File: src/rtl/asy_fifo_output.sv
// rtl/asy_fifo_output.sv - MISO receive FIFO draining frames of FRAME_BYTES bytes into one wide word
// Strobes are synchronized into clk; a read request pops up to one frame while spi_cs is held low.
module asy_fifo_output #(
    parameter int MEMDEPTH    = 30,
    parameter int DATA_WIDTH  = 8,
    parameter int FRAME_BYTES = 15
) (
    input  logic                              clk,
    input  logic                              rst,
    input  logic [DATA_WIDTH-1:0]             wdata,
    input  logic                              control_clk_miso,
    input  logic                              read_req,
    output logic [DATA_WIDTH*FRAME_BYTES-1:0] data_out,
    output logic                              spi_cs
);

    localparam int AW = (MEMDEPTH > 1) ? $clog2(MEMDEPTH) : 1;
    localparam int CW = AW + 1;
    localparam int NW = $clog2(FRAME_BYTES + 1);
    localparam int FW = DATA_WIDTH * FRAME_BYTES;

    typedef enum logic {
        IDLE  = 1'b0,
        DRAIN = 1'b1
    } state_t;

    state_t                state_q, state_d;
    logic [2:0]            wr_sync_q, wr_sync_d;
    logic [2:0]            rd_sync_q, rd_sync_d;
    logic                  wr_pulse_q, wr_pulse_d;
    logic                  rd_pulse_q, rd_pulse_d;
    logic [AW-1:0]         wptr_q, wptr_d;
    logic [AW-1:0]         rptr_q, rptr_d;
    logic [CW-1:0]         count_q, count_d;
    logic [NW-1:0]         n_q, n_d;
    logic [NW-1:0]         idx_q, idx_d;
    logic [DATA_WIDTH-1:0] shadow_q [FRAME_BYTES];
    logic [DATA_WIDTH-1:0] shadow_d [FRAME_BYTES];
    logic [FW-1:0]         data_out_q, data_out_d;
    logic                  spi_cs_q, spi_cs_d;
    logic [DATA_WIDTH-1:0] mem_q [MEMDEPTH];

    logic                  push;
    logic                  pop;
    logic [NW-1:0]         frame_n;
    logic [FW-1:0]         frame_packed;

    assign data_out = data_out_q;
    assign spi_cs   = spi_cs_q;

    // 2-FF synchronizer followed by a registered rising-edge detector on each strobe
    always_comb begin
        wr_sync_d  = {wr_sync_q[1:0], control_clk_miso};
        rd_sync_d  = {rd_sync_q[1:0], read_req};
        wr_pulse_d = wr_sync_q[1] & ~wr_sync_q[2];
        rd_pulse_d = rd_sync_q[1] & ~rd_sync_q[2];
    end

    always_comb begin
        if (count_q > CW'(FRAME_BYTES)) begin
            frame_n = NW'(FRAME_BYTES);
        end else begin
            frame_n = NW'(count_q);
        end
    end

    always_comb begin
        state_d      = state_q;
        n_d          = n_q;
        idx_d        = idx_q;
        shadow_d     = shadow_q;
        data_out_d   = data_out_q;
        spi_cs_d     = spi_cs_q;
        pop          = 1'b0;
        frame_packed = '0;

        case (state_q)
            IDLE: begin
                if (rd_pulse_q && (frame_n != '0)) begin
                    n_d      = frame_n;
                    idx_d    = '0;
                    for (int i = 0; i < FRAME_BYTES; i++) begin
                        shadow_d[i] = '0;
                    end
                    spi_cs_d = 1'b0;
                    state_d  = DRAIN;
                end
            end
            DRAIN: begin
                pop             = 1'b1;
                shadow_d[idx_q] = mem_q[rptr_q];
                idx_d           = idx_q + NW'(1);
                if (idx_d == n_q) begin
                    // Oldest byte lands in the most significant position
                    for (int i = 0; i < FRAME_BYTES; i++) begin
                        frame_packed[(FRAME_BYTES-1-i)*DATA_WIDTH +: DATA_WIDTH] = shadow_d[i];
                    end
                    data_out_d = frame_packed;
                    spi_cs_d   = 1'b1;
                    state_d    = IDLE;
                end
            end
            default: begin
                state_d = IDLE;
            end
        endcase
    end

    // A pop in the same cycle frees a slot, so a push into a full FIFO still lands
    always_comb begin
        push    = wr_pulse_q && ((count_q < CW'(MEMDEPTH)) || pop);
        wptr_d  = wptr_q;
        rptr_d  = rptr_q;
        count_d = count_q;
        if (push) begin
            wptr_d = (wptr_q == AW'(MEMDEPTH - 1)) ? '0 : wptr_q + AW'(1);
        end
        if (pop) begin
            rptr_d = (rptr_q == AW'(MEMDEPTH - 1)) ? '0 : rptr_q + AW'(1);
        end
        if (push && !pop) begin
            count_d = count_q + CW'(1);
        end else if (pop && !push) begin
            count_d = count_q - CW'(1);
        end
    end

    always_ff @(posedge clk) begin
        if (push) begin
            mem_q[wptr_q] <= wdata;
        end
    end

    always_ff @(posedge clk) begin
        if (rst) begin
            state_q    <= IDLE;
            wr_sync_q  <= '0;
            rd_sync_q  <= '0;
            wr_pulse_q <= 1'b0;
            rd_pulse_q <= 1'b0;
            wptr_q     <= '0;
            rptr_q     <= '0;
            count_q    <= '0;
            n_q        <= '0;
            idx_q      <= '0;
            shadow_q   <= '{default: '0};
            data_out_q <= '0;
            spi_cs_q   <= 1'b1;
        end else begin
            state_q    <= state_d;
            wr_sync_q  <= wr_sync_d;
            rd_sync_q  <= rd_sync_d;
            wr_pulse_q <= wr_pulse_d;
            rd_pulse_q <= rd_pulse_d;
            wptr_q     <= wptr_d;
            rptr_q     <= rptr_d;
            count_q    <= count_d;
            n_q        <= n_d;
            idx_q      <= idx_d;
            shadow_q   <= shadow_d;
            data_out_q <= data_out_d;
            spi_cs_q   <= spi_cs_d;
        end
    end

endmodule

File: config.mk
export PLATFORM = sky130hd
export DESIGN_NAME = asy_fifo_output
export DESIGN_NICKNAME = d
export VERILOG_FILES = /design/src/rtl/asy_fifo_output.sv
export SDC_FILE = /design/constraint.sdc
export NUM_CORES = 1
export LEC_CHECK = 0
export CAP_MARGIN = 0
export CORE_AREA = 2 2 197 199
export DETAILED_ROUTE_END_ITERATION = 8
export DIE_AREA = 0 0 199 201
export GPL_ROUTABILITY_DRIVEN = 1
export PLACE_DENSITY_LB_ADDON = 0.25
export SYNTH_ARGS = -nofsm -noshare
export SYNTH_HDL_FRONTEND = slang
export SYNTH_SLANG_ARGS = --single-unit
File: constraint.sdc
create_clock -name clk -period 2.51 [get_ports clk]
set_input_delay 0.502 -clock clk [delete_from_list [all_inputs] [get_ports clk]]
set_output_delay 0.502 -clock clk [all_outputs]
set_load 0.1 [all_outputs]
======== Yosys cells after proc, flatten, opt, wreduce, memory -nomap -nowiden ========
Memories as Yosys holds them, arrays and structs flattened. A register that Yosys moved wholly into a read port is not among the register bits.
Cells that the tools add are included.
word-level totals
  register bits after elaboration ......... 274
  memory bits (writable) .................. 240
  output and inout port bits .............. 121
  logic and storage cells ................. 84
  memories kept ........................... 1
operators by class
  add/sub/neg operators ................... 5
  magnitude comparators ................... 4
  equality and inequality tests ........... 5
  muxes and demuxes ....................... 23
  bitwise operators ....................... 6
  reduce and logical (&&, ||, !) cells .... 13
memory list
  memory  depth  bits a word  rd ports  clocked after memory_dff  wr ports  line  RTL
  mem_q   30     8            1         1                         1         41    logic [DATA_WIDTH-1:0] mem_q [MEMDEPTH];
operators by type and width
  cell                 number
  $pmux 120 s2         1
  $bwmux 120           1
  $mux 120             1
  $demux 8 s4          1
  $mux 5               4
  $mux 6               2
  $add 5x1->5 const B  2
  $eq 5x5->1 const B   2
  $mux 4               2
  $mux 8               1
  $pmux 4 s2           1
  $mux 1               7
  $add 6x1->6 const B  1
  $gt 6x4->1 const B   1
  $lt 6x5->1 const B   1
  $reduce_and 2->1     3
  $sub 6x1->6 const B  1
  $ge 5x5->1 const B   1
  $logic_and 1x1->1    5
  $lt 5x1->1 const B   1
  $not 4->5            1
  $add 4x1->4 const B  1
  $eq 4x4->1           1
  $pmux 1 s2           2
  8 further kinds      12

======== Longest topological paths before layout ========
Gate-level depths: netlist of run 1.
  depth in word-level cells ............... 7
  mapped depth ............................ 11
  mapped depth without buffers ............ 10

======== Least setup slack after synthesis of run 1 ========
OpenSTA, ideal clock, no wires.
  kind .................................... reg2reg
  start point ............................. reg count_q[4]
  end point ............................... reg count_q[5]
  arrival time ............................ 2391 ps
  required time ........................... 2439 ps
  setup slack ............................. 48 ps
  cell stages (with the launch flop) ...... 12
  period minus slack after synthesis ...... 2462 ps
  path through ............................ dfxtp_1 > a41oi_1 > o21a_1 > clkbuf_1 > ha_1 > inv_1 > ha_1 > a21o_1 > a21oi_1 > o21ai_0 > a31o_2 > a21oi_1
on the way
  longest elaborated chain between the ends .. 6
  elaborated cells between the ends (all ways) .. 11
  those cells by class .................... add/sub (2); order compare (1); mux (2); reduce/logical (6)
RTL lines
  what                         line  RTL
  from (decl)                  34    logic [CW-1:0] count_q, count_d;
  from (signal assigned)       157   count_q <= count_d;
  $lt 6x5->1 (*)               111   push = wr_pulse_q && ((count_q < CW'(MEMDEPTH)) || pop);
  $logic_or 1x1->1 (*)         111
  $logic_and 1x1->1 (*)        111
  named net push               43    logic push;
  $logic_not 1->1              123   end else if (pop && !push) begin
  $logic_and 1x1->1            123
  $reduce_bool 2->1 (no line)  n/a
Mark *: on every way through the listed nets, which the timed path passes. The rest lies on a longest branch. The select of a mux whose other input is x is not followed.
A chain may end at the register's enable or synchronous reset.

==> impl_table.tex, run 1 <==
\begin{tabular}{lr}
\hline
Metric & Value \\
\hline
\multicolumn{2}{l}{\textbf{Global routing}} \\
Sum of overflow across all layers after global routing & 0 \\
Largest net degree at the start of global routing & 70 \\
Global-route usage over all layers & 26.2\% \\
Vias in the first global route & 13400 \\
Antenna violations before repair & 0 \\
First-pass GRT wire length & 79700 um \\
\multicolumn{2}{l}{\textbf{Pwr}} \\
Portion of total power attributed to the clock network & 45.6\% \\
Internal power contribution & 13.9 mW \\
Sequential power share & 50.3\% \\
Leakage & 8.43 nW \\
Maximum vdd drop & 0.583 mV \\
Net switching power figure & 3.73 mW \\
PD cells & 731 nW/um\^{}2 \\
Proportion of total power due to net switching & 21.1\% \\
Power share of the combinational group & 4.1\% \\
\multicolumn{2}{l}{\textbf{STA}} \\
Number of hold violations in the final report & 0 \\
Actual transition at the worst max-transition pin & 1030 ps \\
Worst max-slew margin expressed relative to the limit & 31.1\% \\
Clock Skews & 17.8 ps \\
Min Hold Slack & 383 ps \\
Post-route fraction of the period consumed by the critical path & 97.0\% \\
Setup\_tns & 0 ps \\
Setup repair after global routing missed its margin & yes \\
Final critical path time including I/O delays and setup & 2430 ps \\
Finish-stage setup viols & 0 \\
Fin. max-slew vios & 0 \\
Highest clock frequency the design can meet & 411 MHz \\
\multicolumn{2}{l}{\textbf{Synth}} \\
Total of warnings raised by yosys & 0 \\
Synth unique cells & 71 \\
Yosys top cell area share & 36.2\% \\
Count of state elements after synthesis & 519 \\
Dominant register cell in the synthesized netlist & sky130\_fd\_sc\_hd\_\_dfxtp\_1 \\
Leading post-synthesis cells by cell area & sky130\_fd\_sc\_hd\_\_edfxtp\_1, sky130\_fd\_sc\_hd\_\_dfxtp\_1, sky130\_fd\_sc\_hd\_\_a32oi\_1, sky130\_fd\_sc\_hd\_\_mux4\_2, sky130\_fd\_sc\_hd\_\_o21ai\_0 \\
Avg Synthesized Cell Area & 13.5 um\^{}2 \\
Post-synthesis sequential area ratio & 64.3\% \\
Proportion of synthesized flip-flops having asynchronous set or reset & 0\% \\
Number of enable flip-flop cells after synthesis & 240 \\
Post-Syn Nets & 1506 \\
Most area-hungry cell type in the Yosys netlist & sky130\_fd\_sc\_hd\_\_edfxtp\_1 \\
Instance count of the mapped netlist & 1478 \\
Summed instance area of the synthesized netlist & 19900 um\^{}2 \\
\multicolumn{2}{l}{\textbf{Routing}} \\
Routed vias & 13900 \\
Met3 routed WL & 3730 um \\
DRC violations left & 0 \\
Final Routed Wirelength & 53000 um \\
DRT Pass-1 Iters & 6 \\
Residual antenna-violating net count after detailed routing & 0 \\
Met1 Wirelength & 22000 um \\
Routed vias/inst & 6.17 \\
Top layer in use & met4 \\
Routed WL per cell & 23.6 um \\
1st-iter DRT viols & 1287 \\
Routed met2 length & 25300 um \\
\multicolumn{2}{l}{\textbf{Critical path}} \\
Endpoint of the worst register-to-register path & shadow\_q[56] \\
Type of destination of the critical path & flip-flop \\
Register-to-register setup slack & 80 ps \\
Logic depth of the worst register-to-register path & 8 \\
Critical path fanouts, max & 15 \\
Worst EP required & 2970 ps \\
Type of origin of the critical path & flip-flop \\
CP Class & reg2reg \\
Arrival time at the worst endpoint & 2900 ps \\
\multicolumn{2}{l}{\textbf{Placement}} \\
DP HPWL & 33100 um \\
Last weighted congestion value of the routability-driven placer & 0.829 \\
Buffers added on ports & 132 \\
\multicolumn{2}{l}{\textbf{Die}} \\
Total die area & 40000 um\^{}2 \\
Die span in y & 201 um \\
Floorplan die width & 199 um \\
Core region area & 38100 um\^{}2 \\
I/O Pins & 133 \\
Starting density of the core & 52.2\% \\
Number of placement rows & 72 \\
\multicolumn{2}{l}{\textbf{Worst hold path}} \\
Worst hold path endpoint & rd\_pulse\_q \\
Path class of the lowest-slack min-delay path & reg2reg \\
Beginning of the worst hold path & rd\_sync\_q[2] \\
WHS Path Cells & 1 \\
\multicolumn{2}{l}{\textbf{Final layout}} \\
Share of cells above drive strength 1 & 24.3\% \\
Antenna Cells & 0 \\
Synthesis-to-finish area growth & 21.4\% \\
Filler cells & 2873 \\
Final \#Nets & 1718 \\
\multicolumn{2}{l}{\textbf{Clock network}} \\
Clock Tree Root & sky130\_fd\_sc\_hd\_\_clkbuf\_16 \\
Max H-tree Level & 2 \\
TritonCTS Buffers & 51 \\
TritonCTS clock tree & built \\
Insertion delay of the later-clocked pin in the worst-skew pair & 600 ps \\
Max clock buf depth & 3 \\
Sink count of the clock tree & 519 \\
Clock-pin transition on the worst setup and hold timing paths & 60 ps \\
Count of hold buffers inserted by post-cts repair & 0 \\
\multicolumn{2}{l}{\textbf{Status}} \\
Outcome & finished, final reports clean \\
\multicolumn{2}{l}{\textbf{Run}} \\
Total of max-cap violations & 0 \\
\hline
\end{tabular}
[layout by cell type, fill, tap and decap left out, drive strengths merged, types with 6 or more instances in the layout]
| master | netlist | routed |
|---|---|---|
| dfxtp | 279 | 279 |
| mux4 | 30 | 30 |
| o221ai | 6 | 6 |
| nor3 | 6 | 6 |
| o211ai | 10 | 10 |
| a22o | 60 | 60 |
| a21oi | 11 | 11 |
| buf | 44 | 245 |
| a211oi | 13 | 13 |
| a22oi | 12 | 12 |
| o21ai | 121 | 121 |
| nor2 | 83 | 83 |
| and3 | 5 | 7 |
| inv | 11 | 12 |
| ha | 15 | 15 |
| xor2 | 10 | 10 |
| a32oi | 113 | 113 |
| clkbuf | 58 | 73 |
| mux2 | 25 | 25 |
| o2bb2ai | 60 | 60 |
| nand4 | 15 | 15 |
| mux2i | 39 | 39 |
| nand3 | 38 | 38 |
| edfxtp | 240 | 240 |
| bufinv | 0 | 7 |
| and2 | 8 | 8 |
| nor2b | 23 | 23 |
| xnor2 | 6 | 6 |
| clkinv | 2 | 14 |
| nand2 | 78 | 78 |
| or3 | 6 | 6 |
| clkdlybuf4s50 | 0 | 11 |
| nand3b | 6 | 6 |
[per-stage QoR]
stage                     total power [mW]  cells  setup slack (ps)  util [%]  area, um^2
after detailed placement              9.74   2146             -41.1      58.2       22200
final                                 17.7   2249              75.2      63.4       24100
after floorplan                       9.44   1478              48.2         -       19900
after global routing                  18.1   2249             -41.6      63.4       24100
after global placement                9.72   2146              15.4      58.2       22200
after CTS                             17.7   2242              19.0      63.0       24000
[repair_timing]
action                                  in CTS  in global routing
gates resized for setup                      3                 15
endpoints found under the setup margin      45                112
gates cloned                                 2                  3
hold endpoints to repair                     0                  0
pin swaps                                    0                  1
setup buffers                                0                  4
[worst max-delay path, cell delays in order, from the launching register on]
cell,delay (ps)
sky130_fd_sc_hd__dfxtp_4,470
sky130_fd_sc_hd__buf_16,200
sky130_fd_sc_hd__mux4_1,590
sky130_fd_sc_hd__a22oi_1,200
sky130_fd_sc_hd__nand3_1,150
sky130_fd_sc_hd__o211ai_1,180
sky130_fd_sc_hd__buf_4,220
sky130_fd_sc_hd__buf_12,190
sky130_fd_sc_hd__o2bb2ai_1,100
[flip-flops by register name, indices dropped and copies added (netlist names), named ones only]
name,cells
shadow_q,120
rptr_q,5
state_q,1
count_q,6
rd_sync_q,3
rd_pulse_q,1
wr_sync_q,3
n_q,4
spi_cs,1
wptr_q,5
idx_q,4
mem_q,240
wr_pulse_q,1
data_out,120
[Yosys cell counts, drive strengths merged, types with 3 or more instances]
library cell	number
nand3b	6
a31oi	3
dfxtp	279
o2bb2ai	60
nor2	83
a32oi	113
inv	11
a2bb2oi	3
o311ai	4
o21ai	121
nor2b	23
o2111ai	3
xor2	10
a22o	60
nand2	78
nand4	15
buf	44
and2	8
ha	15
o221ai	6
and3	5
a22oi	12
a211oi	13
or3	6
mux4	30
nand3	38
nand2b	4
o22a	3
nor3	6
mux2	25
clkbuf	58
edfxtp	240
xnor2	6
or3b	3
mux2i	39
o211ai	10
o311a	4
a21oi	11
[power groups by stage]
stage / clock network [mW] / registers [mW] / logic, mW
2_1_floorplan: 0 / 9.06 / 0.376
3_3_place_gp: 0 / 9.06 / 0.662
3_5_place_dp: 0 / 9.06 / 0.680
4_1_cts: 8.14 / 8.88 / 0.690
5_1_grt: 8.47 / 8.88 / 0.760
6_report: 8.06 / 8.88 / 0.718
[final cells by class]
class                   instances  area, um^2  area share [%]
multi-input cells             846        6610            27.4
flip-flops and latches        519       12800            53.0
clock buffers                  71        1470            6.10
repair buffers                259        2260            9.34
clock inverters                23         310            1.29
well taps                     518         648            2.68
inverters                      13        48.8           0.202
[per-layer routing]
layer  up-vias  track usage [%]
met1      6911             35.4
met3       125             4.33
met2       581             41.7
met4         0             12.0
met5         -                0
li1       6256                -
[kinds of logic (layout without fill, tap and decap cells)]
group,count (synthesis),count (layout),share of synthesized area [%]
DFF,519,519,64.3
AOI/OAI and AO/OA,435,435,16.8
and+or+nand+nor,281,283,7.03
buffers and inverters,115,366,2.99
muxes,94,94,6.92
xor gates and xnor gates,18,18,0.937
adders and majority gates,16,16,1.04
[how the worst max path moves through the flow]
stage / startpoint / endpoint / cells past startpoint
after floorplan: count_q[4] / count_q[5] / 11
after global placement: flip-flop / data_out[8] / 7
after detailed placement: flip-flop / data_out[98] / 8
after CTS: flip-flop / shadow_q[20] / 8
after global routing: count_q[5] / count_q[5] / 9
final: flip-flop / shadow_q[56] / 8
Note: power is estimated with default switching activity, not from simulation.
==> inputs of run 2 (changes only) <==
Settings changed: CORE_AREA 2 2 197 199 to 2 2 194 196, DIE_AREA 0 0 199 201 to 0 0 196 198.
Clock period 2.51 ns to 3.1 ns, I/O delays scaled along.
==> run 2 against run 1 <==
  * Register-to-register slack better by 350 ps
  * Clock skew up 4.0 ps
  * Combinational power down 29%
  * Non-clock buffer count down 45
  * Critical path depth unchanged
  * Routed wire length down 6.9%
  * Sequential power down 19%
  * Power down 22%
  * Critical path type unchanged
  * Global-route usage down 0.65 points
  * Maximum frequency down 8.9%
  * Utilization down 0.22 points
  * Cell count down 4.0%
==> impl_table.tex, run 2 (synthesized netlist as in run 1, its figures left out) <==
\begin{tabular}{lr}
\hline
Metric & Value \\
\hline
\multicolumn{2}{l}{\textbf{Status}} \\
Outcome & finished, final reports clean \\
\multicolumn{2}{l}{\textbf{Critical path}} \\
Register-to-register setup slack & 430 ps \\
Origin of the critical flop-to-flop path & idx\_q[0] \\
Arrival time at the worst endpoint & 3160 ps \\
Worst EP required & 3590 ps \\
Cell chain of the critical path & inv\_1 > ha\_1 > xor2\_1 > nor4\_1 > buf\_4 > and2\_1 > nand3\_1 > o221ai\_1 \\
Critical path's slowest cell & sky130\_fd\_sc\_hd\_\_and2\_1 \\
Longest individual stage delay on the worst path & 460 ps \\
Critical path fanouts, max & 13 \\
Endpoint of the worst register-to-register path & data\_out[47] \\
CP Class & reg2reg \\
Top cell family by delay on the critical path & simple AND/OR/NAND/NOR gates \\
Buf/Inv on CP & 2 \\
Logic depth of the worst register-to-register path & 8 \\
Type of destination of the critical path & flip-flop \\
Type of origin of the critical path & flip-flop \\
\multicolumn{2}{l}{\textbf{Clock network}} \\
Number of setup buffers added after CTS & 0 \\
Max clock buf depth & 3 \\
Clock-pin transition on the worst setup and hold timing paths & 60 ps \\
TritonCTS Buffers & 51 \\
Max H-tree Level & 2 \\
Clock Tree Root & sky130\_fd\_sc\_hd\_\_clkbuf\_16 \\
Sink count of the clock tree & 519 \\
Insertion delay of the later-clocked pin in the worst-skew pair & 590 ps \\
Count of hold buffers inserted by post-cts repair & 0 \\
Post-cts resize count & 0 \\
TritonCTS clock tree & built \\
\multicolumn{2}{l}{\textbf{Global routing}} \\
Largest net degree at the start of global routing & 105 \\
Antenna violations before repair & 0 \\
Global-route usage over all layers & 25.6\% \\
Sum of overflow across all layers after global routing & 0 \\
Vias in the first global route & 12900 \\
First-pass GRT wire length & 76100 um \\
\multicolumn{2}{l}{\textbf{STA}} \\
Worst max-slew margin expressed relative to the limit & 54.3\% \\
Actual transition at the worst max-transition pin & 683 ps \\
Highest clock frequency the design can meet & 374 MHz \\
Setup\_tns & 0 ps \\
Finish-stage setup viols & 0 \\
Final setup slack of the worst path & 427 ps \\
Fin. max-slew vios & 0 \\
Setup repair after global routing missed its margin & no \\
Number of hold violations in the final report & 0 \\
Clock Skews & 21.9 ps \\
Post-route fraction of the period consumed by the critical path & 86.2\% \\
Final critical path time including I/O delays and setup & 2670 ps \\
\multicolumn{2}{l}{\textbf{Pwr}} \\
Sequential power share & 52.5\% \\
Internal power contribution & 10.8 mW \\
Post-route total power & 13.7 mW \\
Leakage & 8.05 nW \\
Portion of total power attributed to the clock network & 43.7\% \\
Proportion of total power due to net switching & 21.5\% \\
Power share of the combinational group & 3.7\% \\
Net switching power figure & 2.94 mW \\
Maximum vdd drop & 0.537 mV \\
PD cells & 587 nW/um\^{}2 \\
\multicolumn{2}{l}{\textbf{Worst hold path}} \\
Beginning of the worst hold path & rd\_sync\_q[2] \\
WHS Path Cells & 1 \\
Worst hold path endpoint & rd\_pulse\_q \\
Path class of the lowest-slack min-delay path & reg2reg \\
\multicolumn{2}{l}{\textbf{Die}} \\
Core region area & 37000 um\^{}2 \\
Floorplan die width & 196 um \\
Total die area & 38800 um\^{}2 \\
Number of placement rows & 71 \\
Starting density of the core & 53.8\% \\
I/O Pins & 133 \\
Die span in y & 198 um \\
\multicolumn{2}{l}{\textbf{Placement}} \\
Buffers added on ports & 132 \\
Worst setup slack before clock tree synthesis & 441 ps \\
Last weighted congestion value of the routability-driven placer & 0.831 \\
DP HPWL & 31400 um \\
\multicolumn{2}{l}{\textbf{Final layout}} \\
Synthesis-to-finish area growth & 17.3\% \\
Antenna Cells & 0 \\
Filler cells & 2796 \\
Leading cell types in the layout, fill and taps excluded & sky130\_fd\_sc\_hd\_\_dfxtp\_1, sky130\_fd\_sc\_hd\_\_edfxtp\_1, sky130\_fd\_sc\_hd\_\_buf\_4, sky130\_fd\_sc\_hd\_\_a32oi\_1, sky130\_fd\_sc\_hd\_\_o21ai\_0 \\
Final \#Nets & 1671 \\
Share of cells above drive strength 1 & 21.6\% \\
Largest register by flop count & mem\_q \\
Most frequent standard cell in the layout excluding fill and tap cells & sky130\_fd\_sc\_hd\_\_dfxtp\_1 \\
Flip-flop count of the largest register after layout & 240 \\
\multicolumn{2}{l}{\textbf{Routing}} \\
Routed vias & 13500 \\
Residual antenna-violating net count after detailed routing & 0 \\
1st-iter DRT viols & 1275 \\
Routed vias/inst & 6.24 \\
Final Routed Wirelength & 49300 um \\
DRC violations left & 0 \\
Routed WL per cell & 22.8 um \\
DRT Pass-1 Iters & 5 \\
\multicolumn{2}{l}{\textbf{Run}} \\
Total of max-cap violations & 0 \\
\hline
\end{tabular}
==> run 2: cell types whose count changed in the layout (fill, tap and decap cells not counted), moves of 3 or more <==
cell,before,now
sky130_fd_sc_hd__clkbuf_8,10,7
sky130_fd_sc_hd__bufinv_16,7,2
sky130_fd_sc_hd__clkinv_2,5,10
sky130_fd_sc_hd__clkbuf_1,9,12
sky130_fd_sc_hd__buf_12,16,6
sky130_fd_sc_hd__buf_4,227,197
==> run 2: power by group through the flow <==
stage	registers, mW	logic, mW	clock network (mW)
after floorplan	7.34	0.305	0
after global placement	7.34	0.499	0
after detailed placement	7.34	0.508	0
after CTS	7.19	0.510	6.08
after global routing	7.19	0.547	6.35
final	7.19	0.513	5.99
==> run 2: worst register-to-register path: cells and delay by family (launching register included) <==
family,cells,cell delay [ps]
simple gates,3,1080
compound gates,1,300
flops,1,420
buf+inv,2,300
xor+xnor,1,150
fa+ha+maj,1,350
==> run 2: area by class of cell <==
class / instances / area, um^2 / share of cell area (%)
well taps: 474 / 593 / 2.54
flip-flops and latches: 519 / 12800 / 54.8
multi-input cells: 844 / 6550 / 28.1
inverters: 13 / 48.8 / 0.209
repair buffers: 214 / 1710 / 7.32
clock buffers: 71 / 1440 / 6.18
clock inverters: 25 / 196 / 0.842
==> run 2: metal layers <==
metal | routed length, um | GRT usage [%] | vias up
met5 | 0 | 0 | -
met1 | 20700 | 34.8 | 6661
met3 | 3440 | 3.83 | 100
li1 | - | - | 6157
met2 | 23700 | 41.8 | 553
met4 | 1500 | 9.65 | 0
==> run 2: how the worst max path moves through the flow <==
stage / startpoint / slack (ps) / endpoint / cells after the start
after CTS: flip-flop / 430 / data_out[44] / 6
after global placement: flip-flop / 460 / data_out[44] / 6
after floorplan: count_q[4] / 640 / count_q[5] / 11
after global routing: flip-flop / 290 / data_out[44] / 6
final: idx_q[0] / 430 / data_out[47] / 8
after detailed placement: flip-flop / 440 / data_out[44] / 6
==> run 2: metrics by stage <==
| step | cell area [um^2] | instances | hold slack [ps] | util, % |
|---|---|---|---|---|
| after global placement | 21700 | 2064 | 373 | 58.7 |
| after global routing | 23300 | 2160 | 397 | 63.1 |
| after floorplan | 19900 | 1478 | 367 | - |
| after CTS | 23300 | 2160 | 396 | 63.1 |
| after detailed placement | 21700 | 2064 | 388 | 58.7 |
| final | 23300 | 2160 | 390 | 63.1 |
==> inputs of run 3 (changes only) <==
Settings changed: CORE_AREA 2 2 194 196 to 2 2 214 216, CTS_CLUSTER_SIZE set to 10, DIE_AREA 0 0 196 198 to 0 0 216 218.
Clock period 3.1 ns to 2.8 ns, I/O delays scaled along.
==> run 3 against run 2 <==
  * First-iteration DRC count is 10% higher
  * Flip-flop and latch count stayed put
  * Maximum frequency is 4.3% higher
  * Power is 12% higher
  * Worst setup slack worse by 190 ps
  * Routed wire length is 6.9% higher
  * Critical path depth stayed put
  * Hold slack worse by 5.6 ps
  * Sequential share of layout area is 0.69 points lower
  * Critical path type unchanged
  * Critical endpoint is now shadow_q[36]
  * Largest cell class unchanged
==> impl_table.tex, run 3 (synthesized netlist as in run 1, its figures left out) <==
\begin{tabular}{lr}
\hline
Metric & Value \\
\hline
\multicolumn{2}{l}{\textbf{STA}} \\
Min Hold Slack & 385 ps \\
Clock Skews & 30.7 ps \\
Setup repair after global routing missed its margin & no \\
Post-route fraction of the period consumed by the critical path & 91.6\% \\
Fin. max-slew vios & 0 \\
Number of hold violations in the final report & 0 \\
Final critical path time including I/O delays and setup & 2560 ps \\
Worst max-slew margin expressed relative to the limit & 49.9\% \\
Highest clock frequency the design can meet & 390 MHz \\
Actual transition at the worst max-transition pin & 751 ps \\
Setup\_tns & 0 ps \\
Finish-stage setup viols & 0 \\
\multicolumn{2}{l}{\textbf{Final layout}} \\
Filler cells & 3773 \\
Antenna Cells & 0 \\
Area occupied by multi-input gates & 6550 um\^{}2 \\
Total non-filler cell area in the finished layout & 23600 um\^{}2 \\
Largest register by flop count & mem\_q \\
Synthesis-to-finish area growth & 18.8\% \\
Area of all sequential standard cells & 12800 um\^{}2 \\
Final Core Density & 52.6\% \\
Flip-flop count of the largest register after layout & 240 \\
Most frequent standard cell in the layout excluding fill and tap cells & sky130\_fd\_sc\_hd\_\_dfxtp\_1 \\
Leading cell types in the layout, fill and taps excluded & sky130\_fd\_sc\_hd\_\_dfxtp\_1, sky130\_fd\_sc\_hd\_\_edfxtp\_1, sky130\_fd\_sc\_hd\_\_buf\_4, sky130\_fd\_sc\_hd\_\_a32oi\_1, sky130\_fd\_sc\_hd\_\_o21ai\_0 \\
Final \#Nets & 1687 \\
Non-filler cells in the finished layout & 2290 \\
Share of cells above drive strength 1 & 21.4\% \\
\multicolumn{2}{l}{\textbf{Pwr}} \\
Power share of the combinational group & 3.9\% \\
Portion of total power attributed to the clock network & 44.2\% \\
Leakage & 8.12 nW \\
PD cells & 649 nW/um\^{}2 \\
Internal power contribution & 12.0 mW \\
Net switching power figure & 3.32 mW \\
Proportion of total power due to net switching & 21.7\% \\
Maximum vdd drop & 0.592 mV \\
Sequential power share & 51.9\% \\
\multicolumn{2}{l}{\textbf{Clock network}} \\
TritonCTS clock tree & built \\
TritonCTS Buffers & 58 \\
Number of setup buffers added after CTS & 0 \\
Insertion delay of the later-clocked pin in the worst-skew pair & 620 ps \\
Max clock buf depth & 3 \\
Sink count of the clock tree & 519 \\
Max H-tree Level & 2 \\
Clock Tree Root & sky130\_fd\_sc\_hd\_\_clkbuf\_16 \\
Clock-pin transition on the worst setup and hold timing paths & 60 ps \\
\multicolumn{2}{l}{\textbf{Critical path}} \\
CP Class & reg2reg \\
Register-to-register setup slack & 240 ps \\
Worst EP required & 3290 ps \\
Type of destination of the critical path & flip-flop \\
Critical path fanouts, max & 15 \\
Arrival time at the worst endpoint & 3060 ps \\
Type of origin of the critical path & flip-flop \\
\multicolumn{2}{l}{\textbf{Die}} \\
Total die area & 47100 um\^{}2 \\
Starting density of the core & 44.3\% \\
I/O Pins & 133 \\
Number of placement rows & 78 \\
Floorplan die width & 216 um \\
Core region area & 44900 um\^{}2 \\
Die span in y & 218 um \\
\multicolumn{2}{l}{\textbf{Worst hold path}} \\
Path class of the lowest-slack min-delay path & reg2reg \\
\multicolumn{2}{l}{\textbf{Global routing}} \\
Vias in the first global route & 13300 \\
Global-route usage over all layers & 22.1\% \\
Antenna violations before repair & 0 \\
First-pass GRT wire length & 80600 um \\
Sum of overflow across all layers after global routing & 0 \\
Largest net degree at the start of global routing & 110 \\
\multicolumn{2}{l}{\textbf{Routing}} \\
DRC violations left & 0 \\
DRT Pass-1 Iters & 6 \\
1st-iter DRT viols & 1405 \\
Routed vias & 13600 \\
Routed WL per cell & 23.0 um \\
Final Routed Wirelength & 52800 um \\
Routed vias/inst & 5.93 \\
Residual antenna-violating net count after detailed routing & 0 \\
\multicolumn{2}{l}{\textbf{Placement}} \\
Area of placed instances & 22000 um\^{}2 \\
Last weighted congestion value of the routability-driven placer & 0.831 \\
DP HPWL & 33600 um \\
Cell count after placement & 2199 \\
Buffers added on ports & 132 \\
\multicolumn{2}{l}{\textbf{Run}} \\
Total of max-cap violations & 0 \\
\multicolumn{2}{l}{\textbf{Status}} \\
Outcome & finished, final reports clean \\
\hline
\end{tabular}
[run 3: area by class of cell]
| class | instances | share of cell area [%] |
|---|---|---|
| tap | 600 | 3.18 |
| multi-input combinational | 844 | 27.7 |
| clock buffer | 88 | 6.75 |
| inverter | 13 | 0.206 |
| timing repair buffer | 223 | 7.75 |
| clock inverter | 3 | 0.238 |
| sequential | 519 | 54.2 |
[run 3: worst max-delay path: stages (launching register included)]
cell	delay, ps
sky130_fd_sc_hd__dfxtp_2	480
sky130_fd_sc_hd__buf_4	240
sky130_fd_sc_hd__mux4_2	500
sky130_fd_sc_hd__nor2b_1	140
sky130_fd_sc_hd__a211oi_1	280
sky130_fd_sc_hd__buf_4	200
sky130_fd_sc_hd__o311ai_2	100
sky130_fd_sc_hd__buf_4	250
sky130_fd_sc_hd__a22o_1	250
[run 3: repair_timing]
action / 4_1_cts / 5_1_grt
gates resized for setup: 0 / 2
hold buffers: 0 / 0
setup endpoints to repair: 0 / 17
[run 3: path summary, 6_finish.rpt]
kind	from	to	depth (start not counted)
setup / recovery	flip-flop	shadow_q[36]	8
hold / removal	rd_sync_q[2]	rd_pulse_q	1
setup reg to reg	flip-flop	shadow_q[36]	8
hold reg to reg	rd_sync_q[2]	rd_pulse_q	1
[run 3: per-stage QoR]
step           power (mW)  setup slack (ps)
2_1_floorplan        8.46               338
3_3_place_gp         8.71               277
3_5_place_dp         8.72               175
4_1_cts              15.5               159
5_1_grt              15.9              90.5
6_report             15.3               236
[run 3: routing by layer]
layer  share of wire (%)  vias to the layer above  wire, um  global-route usage (%)
met5                   0                        -         0                       0
met4                 2.0                        0      1060                    6.55
met3                 7.1                       75      3760                    3.89
met2                  47                      549     25100                    35.5
met1                  43                     6786     22900                    30.8
li1                    -                     6178         -                       -
[run 3: power groups by stage]
| stage | registers [mW] | clock network [mW] | logic (mW) |
|---|---|---|---|
| floorplan | 8.13 | 0 | 0.337 |
| global placement | 8.13 | 0 | 0.582 |
| detailed placement | 8.13 | 0 | 0.592 |
| CTS | 7.97 | 6.90 | 0.593 |
| global route | 7.97 | 7.25 | 0.634 |
| finish | 7.97 | 6.78 | 0.594 |
==> edit: new RTL, settings of run 1 <==
The parameter `DATA_WIDTH` goes from 8 to 9.
--- a/src/rtl/asy_fifo_output.sv
+++ b/src/rtl/asy_fifo_output.sv
@@ -2,7 +2,7 @@
 // Strobes are synchronized into clk; a read request pops up to one frame while spi_cs is held low.
 module asy_fifo_output #(
     parameter int MEMDEPTH    = 30,
-    parameter int DATA_WIDTH  = 8,
+    parameter int DATA_WIDTH  = 9,
     parameter int FRAME_BYTES = 15
 ) (
     input  logic                              clk,
Interface: changed (resized data_out and wdata); port bits go from 133 to 149. The function was not compared with the original's and may differ.
==> edit against run 1 <==
Worst setup slack improved by 0.0090 ns. Hold slack got worse by 0.0015 ns. Sequential cell count increased by 60. Combinational power increased by 13%. Final area increased by 12%. Largest power group unchanged. Synthesized area increased by 15%. Total power increased by 9.5%. Wire length increased by 10%.
==> edit: results (changes against run 1) <==
| Metric | Value |
|---|---|
| Outcome | `finished clean` |
| Largest fanout on the critical path | `31 (+16)` |
| Placed cell count | `2,367 (+10%)` |
| Sequential cell area fraction in the yosys report | `0.6245 (-0.01848)` |
| DRT Pass-1 Iters | `5 (-1)` |
| Met1 usage | `0.3943 (+0.04053)` |
| Pre-CTS setup slack | `0.004221 ns (+0.04529 ns)` |
| Max VDD drop | `0.0005822 V (about the same)` |
| Syn avg cell area | `13.17 um2 (-2.2%)` |
| Number of flip-flops in the largest register | `270 (+13%)` |
| Total CTS buffers | `55 (+7.8%)` |
| Gr usage total | `0.2919 (+0.02956)` |
| Post-Syn Nets | `1,767 (+17%)` |
| Number of I/O port buffers | `148 (+12%)` |
| Cell Area, Placed | `25,160 um2 (+13%)` |
| Hold Crit Start | `wr_sync_q[2]$_SDFF_PP0_` |
| Least-Margin Pin Slew | `1.032 ns (+0.0007477 ns)` |
| Post-detail-place hpwl | `36.53 mm (+10%)` |
| Delay of the slowest critical-path stage | `0.56 ns (-0.03 ns)` |
| Routed met1 length | `23.45 mm (+6.7%)` |
| Number of flops mapped to enable cells by yosys | `270 (+13%)` |
| Commonest cells in the netlist | `dfxtp_1 (309), edfxtp_1 (270), nand2_1 (185)` |
| Worst Skew | `0.01877 ns (+0.0009333 ns)` |
| Largest net degree at the start of global routing | `98 (+40%)` |
| M3 GR Usage | `0.04839 (+0.005040)` |
| Gpl congestion | `0.8706 (+5.0%)` |
| Met3 routed WL | `4.608 mm (+24%)` |
| Met2 Usage GRT | `0.4702 (+0.05295)` |
| Final net count | `1,939 (+13%)` |
| Worst path slowest cell | `mux4_2` |
-- edit: repair_timing --
action,in CTS,in global routing
resized for setup,1,13
endpoints found under the setup margin,1,158
gates cloned,0,2
hold buffers,0,0
setup buffers,0,2
pin swaps,0,2
hold endpoints to repair,0,0
-- edit: cells by family (layout without fill, tap and decap cells) --
group                    Yosys count  after routing  share of synthesized area
adder cells (fa/ha/maj)           16             16                   0.009075
flip-flops                       579            579                     0.6245
AND/OR/NAND/NOR                  509            510                     0.1179
XOR/XNOR                          19             19                   0.007872
buffers and inverters            159            376                    0.03231
AO/OA/AOI/OAI                    358            358                     0.1379
multiplexers                      98             98                    0.07036
-- edit: power by group through the flow --
stage               Sequential [W]  Combinational, W  Clock, W
floorplan                   0.0101          0.000429         0
global placement            0.0101          0.000773         0
detailed placement          0.0101          0.000789         0
CTS                        0.00991          0.000792   0.00868
global route               0.00991          0.000859   0.00907
finish                     0.00991          0.000812   0.00860
-- edit: final cells by class --
type                            count  area [um2]  share of cell area
Timing Repair Buffer              261        2341             0.08628
Multi-Input combinational cell   1001        7898              0.2911
Clock buffer                       79        1600             0.05898
Sequential cell                   579       14300              0.5272
Tap cell                          518       648.1             0.02389
Clock inverter                     24       292.8             0.01079
Inverter                           12       48.80            0.001798
-- edit: path summary, 6_finish.rpt --
path                                     end  slack (ns)  cells after the start
hold reg to reg        wr_pulse_q$_SDFF_PP0_        0.38                      1
setup reg to reg  data_out[130]$_SDFFE_PP0P_        0.08                      7
hold / removal         wr_pulse_q$_SDFF_PP0_        0.38                      1
setup / recovery  data_out[130]$_SDFFE_PP0P_        0.08                      7
-- edit: critical path: cells and delay by family, from the launching register on --
kind            cells  cell delay, ns
compound gates      3            0.58
buf+inv             2            0.43
flops               1            0.36
mux                 2            0.87
